===== config.mk =====
export PLATFORM = sky130hd
export DESIGN_NAME = mem_port_arbiter
export DESIGN_NICKNAME = d
export VERILOG_FILES = /design/src/rtl/mem_port_arbiter.sv
export SDC_FILE = /design/constraint.sdc
export NUM_CORES = 1
export LEC_CHECK = 0
export CORE_MARGIN = 10
export CORE_UTILIZATION = 40
export CTS_BUF_LIST = sky130_fd_sc_hd__clkbuf_8 sky130_fd_sc_hd__clkbuf_16
export CTS_CLUSTER_DIAMETER = 50
export CTS_CLUSTER_SIZE = 8
export DETAILED_ROUTE_END_ITERATION = 10
export DONT_BUFFER_PORTS = 1
export PLACE_DENSITY = 0.61
export SLEW_MARGIN = 20
export SYNTH_ARGS = -nofsm -noshare
export SYNTH_HDL_FRONTEND = slang
export SYNTH_SLANG_ARGS = --single-unit

===== constraint.sdc =====
create_clock -name clk_in -period 3.1 [get_ports clk_in]
set_clock_uncertainty 0.15 [all_clocks]
set_input_delay 0.31 -clock clk_in [delete_from_list [all_inputs] [get_ports clk_in]]
set_output_delay 0.31 -clock clk_in [all_outputs]
set_load 0.02 [all_outputs]

===== src/rtl/mem_port_arbiter.sv =====
// Multi-channel memory-port controller: arbitrates byte/half/word requests from NUM_CH
// clients and serialises them onto the core's 8-bit RAM/IO bus.
module mem_port_arbiter #(
    parameter int unsigned       NUM_CH     = 3,
    parameter int unsigned       ARB_MODE   = 1,
    parameter logic [NUM_CH-1:0] FLUSH_MASK = 3'b011
) (
    input  logic                 clk_in,
    input  logic                 rst_in,
    input  logic                 rdy_in,
    input  logic                 clear,
    input  logic [NUM_CH-1:0]    req,
    input  logic [NUM_CH-1:0]    we,
    input  logic [2*NUM_CH-1:0]  size,
    input  logic [32*NUM_CH-1:0] addr,
    input  logic [32*NUM_CH-1:0] wdata,
    output logic [NUM_CH-1:0]    done,
    output logic [31:0]          rdata,
    output logic                 busy,
    input  logic [7:0]           mem_din,
    output logic [7:0]           mem_dout,
    output logic [31:0]          mem_a,
    output logic                 mem_wr,
    input  logic                 io_buffer_full
);

    localparam int unsigned CW = (NUM_CH > 1) ? $clog2(NUM_CH) : 1;

    typedef enum logic [1:0] {StIdle, StRd, StWr, StDone} state_e;

    state_e        state_q, state_d;
    logic [CW-1:0] ch_q, ch_d;
    logic          we_q, we_d;
    logic [2:0]    n_q, n_d;
    logic [31:0]   base_q, base_d;
    logic [31:0]   wdata_q, wdata_d;
    logic [2:0]    iss_q, iss_d;
    logic [2:0]    cap_q, cap_d;
    logic          pend_q, pend_d;
    logic [31:0]   rdata_q, rdata_d;
    logic [31:0]   mem_a_q, mem_a_d;
    logic [7:0]    mem_dout_q, mem_dout_d;
    logic          mem_wr_q, mem_wr_d;
    logic [CW-1:0] rr_q, rr_d;

    logic [NUM_CH-1:0] elig;
    logic              grant_vld;
    logic [CW-1:0]     grant_ch;
    logic [1:0]        g_size;
    logic [2:0]        cap_nx;
    logic              io_byte;
    logic              wr_blocked;

    assign io_byte    = (mem_a_q[17:16] == 2'b11);
    assign wr_blocked = io_byte & io_buffer_full;

    // Flushable requests are masked off while clear is high.
    assign elig = req & ~(clear ? FLUSH_MASK : '0);

    always_comb begin
        int unsigned idx;
        grant_vld = 1'b0;
        grant_ch  = '0;
        idx       = 0;
        // Descending scan so the nearest eligible channel to the start point wins.
        for (int k = NUM_CH - 1; k >= 0; k--) begin
            idx = 32'(k);
            if (ARB_MODE != 0) idx = idx + 32'(rr_q);
            if (idx >= NUM_CH) idx = idx - NUM_CH;
            if (elig[idx]) begin
                grant_vld = 1'b1;
                grant_ch  = CW'(idx);
            end
        end
    end

    assign g_size = size[2*grant_ch +: 2];

    always_ff @(posedge clk_in or negedge rst_in) begin
        if (!rst_in) begin
            state_q    <= StIdle;
            ch_q       <= '0;
            we_q       <= 1'b0;
            n_q        <= '0;
            base_q     <= '0;
            wdata_q    <= '0;
            iss_q      <= '0;
            cap_q      <= '0;
            pend_q     <= 1'b0;
            rdata_q    <= '0;
            mem_a_q    <= '0;
            mem_dout_q <= '0;
            mem_wr_q   <= 1'b0;
            rr_q       <= '0;
        end else begin
            state_q    <= state_d;
            ch_q       <= ch_d;
            we_q       <= we_d;
            n_q        <= n_d;
            base_q     <= base_d;
            wdata_q    <= wdata_d;
            iss_q      <= iss_d;
            cap_q      <= cap_d;
            pend_q     <= pend_d;
            rdata_q    <= rdata_d;
            mem_a_q    <= mem_a_d;
            mem_dout_q <= mem_dout_d;
            mem_wr_q   <= mem_wr_d;
            rr_q       <= rr_d;
        end
    end

    always_comb begin
        state_d    = state_q;
        ch_d       = ch_q;
        we_d       = we_q;
        n_d        = n_q;
        base_d     = base_q;
        wdata_d    = wdata_q;
        iss_d      = iss_q;
        cap_d      = cap_q;
        pend_d     = pend_q;
        rdata_d    = rdata_q;
        mem_a_d    = mem_a_q;
        mem_dout_d = mem_dout_q;
        mem_wr_d   = mem_wr_q;
        rr_d       = rr_q;
        cap_nx     = cap_q;

        if (rdy_in) begin
            unique case (state_q)
                StIdle: begin
                    if (grant_vld) begin
                        ch_d    = grant_ch;
                        we_d    = we[grant_ch];
                        n_d     = (g_size == 2'd0) ? 3'd1 : (g_size == 2'd1) ? 3'd2 : 3'd4;
                        base_d  = addr[32*grant_ch +: 32];
                        wdata_d = wdata[32*grant_ch +: 32];
                        iss_d   = '0;
                        cap_d   = '0;
                        pend_d  = 1'b0;
                        rdata_d = '0;
                        mem_a_d = addr[32*grant_ch +: 32];
                        if (we[grant_ch]) begin
                            state_d    = StWr;
                            mem_dout_d = wdata[32*grant_ch +: 8];
                            mem_wr_d   = 1'b1;
                        end else begin
                            state_d = StRd;
                        end
                    end
                end
                StRd: begin
                    if (clear && FLUSH_MASK[ch_q]) begin
                        state_d = StIdle;
                        mem_a_d = '0;
                        pend_d  = 1'b0;
                    end else begin
                        // Data for the byte issued last cycle is on mem_din now.
                        if (pend_q) begin
                            rdata_d[{cap_q[1:0], 3'b000} +: 8] = mem_din;
                            cap_nx = cap_q + 3'd1;
                        end
                        cap_d = cap_nx;
                        if (cap_nx == n_q) begin
                            state_d = StDone;
                            mem_a_d = '0;
                            pend_d  = 1'b0;
                        end else if (iss_q < n_q) begin
                            pend_d = 1'b1;
                            iss_d  = iss_q + 3'd1;
                            if (iss_d < n_q) mem_a_d = base_q + 32'(iss_d);
                        end else begin
                            pend_d = 1'b0;
                        end
                    end
                end
                StWr: begin
                    if (!wr_blocked) begin
                        if (iss_q + 3'd1 == n_q) begin
                            state_d    = StDone;
                            mem_wr_d   = 1'b0;
                            mem_a_d    = '0;
                            mem_dout_d = '0;
                        end else begin
                            iss_d      = iss_q + 3'd1;
                            mem_a_d    = base_q + 32'(iss_d);
                            mem_dout_d = wdata_q[{iss_d[1:0], 3'b000} +: 8];
                        end
                    end
                end
                StDone: begin
                    state_d = StIdle;
                    if (ARB_MODE != 0) begin
                        rr_d = (32'(ch_q) == NUM_CH - 1) ? '0 : ch_q + 1'b1;
                    end
                end
                default: state_d = StIdle;
            endcase
        end else if (state_q == StRd) begin
            // A stalled cycle loses any byte in flight: restart from the first uncaptured byte.
            iss_d   = cap_q;
            pend_d  = 1'b0;
            mem_a_d = base_q + 32'(cap_q);
        end
    end

    always_comb begin
        done = '0;
        if (state_q == StDone && rdy_in && !(clear && FLUSH_MASK[ch_q] && !we_q)) begin
            done[ch_q] = 1'b1;
        end
    end

    assign rdata    = rdata_q;
    assign busy     = (state_q != StIdle);
    assign mem_a    = mem_a_q;
    assign mem_dout = mem_dout_q;
    assign mem_wr   = mem_wr_q & rdy_in & ~wr_blocked;

endmodule


==> results.yml <==
clocking:
  clk_path_buf_depth: 2
  cts-root-buf: "clkbuf_16"
  insertion_delay_ns: 0.44
  cts_tree: "done"
  clk_pin_slew_worst_paths_ns: 0.07
  cts_buffers: 17
  clock-sinks: 154
  cts_setup_buffers: 0
  ctsHoldBuffers: 54
  h-tree-depth: 4
setup_path:
  slowest_delay_ns: 0.40
  crit_top_cell: "a21oi_1"
  reg2reg_to: "mem_a[4]$_DFFE_PN0P_"
  path_buf_inv: 1
  rr_worst_depth: 9
  cp.arrival_ns: 3.15
  r2r_setup_slack_ns: 0.12
  critPathRequiredTime_ns: 3.27
  worstSetupStartpointType: "flip-flop"
  r2r_start: "rr_q[0]$_DFFE_PN0P_"
  path_class: "flip-flop to flip-flop"
  cp_top_family: "compound AO/OA/AOI/OAI gates"
  worst-path-max-fanout: 48
  crit_slowest_cell: "dfrtp_1"
  cp-end-kind: "flip-flop"
  cp-startpoint: "rr_q[0]$_DFFE_PN0P_"
  crit_chain: "ha_1, or2_2, o211a_1, o21a_2, buf_12, a21oi_1, o2bb2ai_1, a21oi_1, o22a_1"
synthesis:
  synth_area_mm2: 0.0102
  synth_top_family_by_area: "compound AO/OA/AOI/OAI gates"
  syn-num-nets: 1478
  synth_edf_count: 0
  async_flop_share_pct: 100
  synthMuxAreaShare_pct: 6.09
  ys_ff_latch: 154
  synth_compound_area_share_pct: 23.1
  synth_ff_type: "dfrtp_1"
  synth.distinct_cells: 73
  synth-simple-area-share_pct: 20.1
  ys_warn_count: 0
  avgSynthCellArea_um2: 8.29
  synth-xor-area-share_pct: 4.75
  postSynthCellCount: 1235
  synthAdderAreaFrac_pct: 3.32
  yosysSeqAreaShare_pct: 37.6
floorplanning:
  core_mm2: 0.0252
  num_rows: 58
  boundaryPins: 294
  die_h_um: 180
  start_util_pct: 40.6
  die_x_um: 180
  die_area_mm2: 0.0324
final_layout:
  layout-drive-gt1-share_pct: 11.7
  area_growth_pct: 17.4
  fin_nets: 1525
  fin_util_pct: 47.7
detailed_routing:
  via_per_inst: 5.87
  drc: 0
  first_iter_violations: 1010
  antenna_left: 0
  wl_per_cell_um: 23.4
  vias: 9554
  wl_mm: 38.1
  first_pass_iters: 5
global_routing:
  globalRouteTotalUtil_pct: 22.6
  grt_overflow_total: 0
  grt_max_degree: 155
  grt_pass1_vias: 9777
  antenna_found_initial: 3
  grt_pass1_wl_mm: 58.5
timing:
  max_freq_ghz: 0.336
  rsz0062_at_grt: "yes"
  finalCritPeriodShare_pct: 96.1
  tightest_slew_ns: 0.880
  hold_violations: 154
  slew_viol_final: 0
  fin_tns_setup_ns: 0
  setup_viol_count_final: 0
  period_needed_ns: 2.98
  hold_slack_ns: -0.580
  slew_headroom_pct: 41.1
job:
  cap_violations: 0
power_and_ir_drop:
  p_seq_share_pct: 31.5
  netSwitchingFraction_pct: 48.9
  internal_power_mw: 7.01
  comb_power_share_pct: 53.5
  power_density_mw_per_mm2: 1140
  p_clk_share_pct: 15.0
  p_leak_nw: 5.09
  p_sw_mw: 6.69
  p_total_mw: 13.7
  peakVddDrop_v: 0.000443
placement:
  dp_hpwl_mm: 28.9
  port_buffers: 0
  place.gp.congestion: 0.923
outcome:
  status: "complete, but fails checks"
  violations: "hold timing"
hold_path:
  min_path_type: "input pin to async pin"
## metrics by stage
stage          cells  setup slack, ns  hold slack, ns  instance area (µm²)
6_report        1627            0.121          -0.580                12000
5_1_grt         1627          -0.0241          -0.598                12000
3_5_place_dp    1539           0.0949          -0.127                10900
3_3_place_gp    1539            0.169          -0.126                10900
2_1_floorplan   1235            0.192          -0.136                10200
4_1_cts         1625           0.0664          -0.590                12000
## flip-flops by register name, indices dropped and copies added, names as in the netlist
register	count
mem_dout	8
mem_wr_q	1
cap_q	3
rdata	32
state_q	2
we_q	1
n_q	3
pend_q	1
wdata_q	32
mem_a	32
rr_q	2
ch_q	2
base_q	32
iss_q	3
## layer usage
metal  vias up  part of all wire [%]  track usage [%]
li1       4512                     -                -
met1      4557                    42             28.3
met2       436                    48             37.3
met3        49                   9.2             6.49
met4         0                   1.7             5.89
met5         -                     0                0
## worst register-to-register path, delay by kind of cell (launching register included)
| family | cells | cell delay, ns |
|---|---|---|
| flops | 1 | 0.40 |
| buf+inv | 1 | 0.18 |
| simple gates | 1 | 0.36 |
| fa+ha+maj | 1 | 0.30 |
| compound gates | 6 | 1.47 |
## kinds of logic (layout without fill, tap and decap cells)
| group | after synthesis | in the layout |
|---|---|---|
| AND/OR/NAND/NOR | 449 | 449 |
| AO/OA/AOI/OAI | 380 | 380 |
| flip-flops | 154 | 154 |
| buffers and inverters | 122 | 182 |
| XOR/XNOR | 54 | 54 |
| multiplexers | 50 | 50 |
| adder cells (fa/ha/maj) | 26 | 26 |
| other | 0 | 2 |
## Yosys cell counts, types with 4 or more instances
library cell	instances	area share (%)
nand2_1	243	8.9
dfrtp_1	154	38
o21ai_0	118	5.8
a21oi_1	107	5.2
nor2_1	66	2.4
clkbuf_1	40	1.5
buf_2	37	1.8
inv_1	34	1.2
nand3_1	29	1.4
xor2_1	27	2.3
xnor2_1	26	2.2
ha_1	24	2.9
mux2i_1	24	2.3
a22o_1	19	1.6
nor3_1	19	0.93
mux2_2	18	2.0
nor4_1	14	0.86
nand4_1	13	0.79
a21o_1	12	0.88
and3_1	12	0.73
o31ai_1	12	0.88
a31oi_1	11	0.67
nand2b_1	11	0.67
o22ai_1	11	0.67
a22oi_1	10	0.73
nor2b_1	10	0.61
a211oi_1	9	0.66
buf_1	9	0.33
and4_1	8	0.68
mux4_2	8	1.8
o21a_1	8	0.59
o21ai_1	8	0.39
o211ai_1	7	0.51
a221oi_1	6	0.51
o2bb2ai_1	6	0.51
o311a_1	6	0.59
o221ai_1	5	0.43
o311ai_0	4	0.34
## how the worst max path moves through the flow
stage                            end  slack, ns  depth (start not counted)
2_1_floorplan  mem_a[30]$_DFFE_PN0P_       0.19                         11
3_3_place_gp   mem_a[12]$_DFFE_PN0P_       0.17                          9
3_5_place_dp   mem_a[16]$_DFFE_PN0P_       0.09                         10
4_1_cts        mem_a[12]$_DFFE_PN0P_       0.07                         10
5_1_grt        mem_a[28]$_DFFE_PN0P_      -0.02                         10
6_report        mem_a[4]$_DFFE_PN0P_       0.12                          9
## power by group through the flow
| stage | sequential (mW) | clock [mW] | combinational (mW) |
|---|---|---|---|
| floorplan | 3.90 | 0 | 5.04 |
| global placement | 4.34 | 0 | 7.00 |
| detailed placement | 4.36 | 0 | 7.11 |
| CTS | 4.32 | 2.07 | 7.23 |
| global route | 4.44 | 2.17 | 8.10 |
| finish | 4.32 | 2.05 | 7.33 |
## cells in the final DEF, fill, tap and decap left out, types with 9 or more instances in the layout
cell	count
nand2_1	243
mux2_2	18
nor2b_1	10
nor2_1	66
o22ai_1	10
a21o_1	11
ha_1	23
a21oi_1	106
a22oi_1	10
clkbuf_16	17
nand4_1	13
dfrtp_1	154
buf_4	55
and3_1	12
nor4_1	14
inv_1	35
a22o_1	19
o21ai_0	118
xor2_1	27
a31oi_1	10
dlygate4sd3_1	54
o31ai_1	12
a211oi_1	9
nand2b_1	11
mux2i_1	22
nand3_1	28
xnor2_1	25
nor3_1	19
## cell type report
cell class              count  area (µm²)
diodes                      2        5.00
clock buffers              19         453
clock inverters            13         109
fillers                  2402       13200
inverters                  34         128
multi-input cells         959        5960
flip-flops and latches    154        3850
well taps                 330         413
repair buffers            116        1090
## repair_timing
action	4_1_cts	5_1_grt
endpoints found under the setup margin	0	23
hold endpoints to repair	245	154
resized for setup	0	10
No activity file was read; power rests on OpenSTA's default activity.
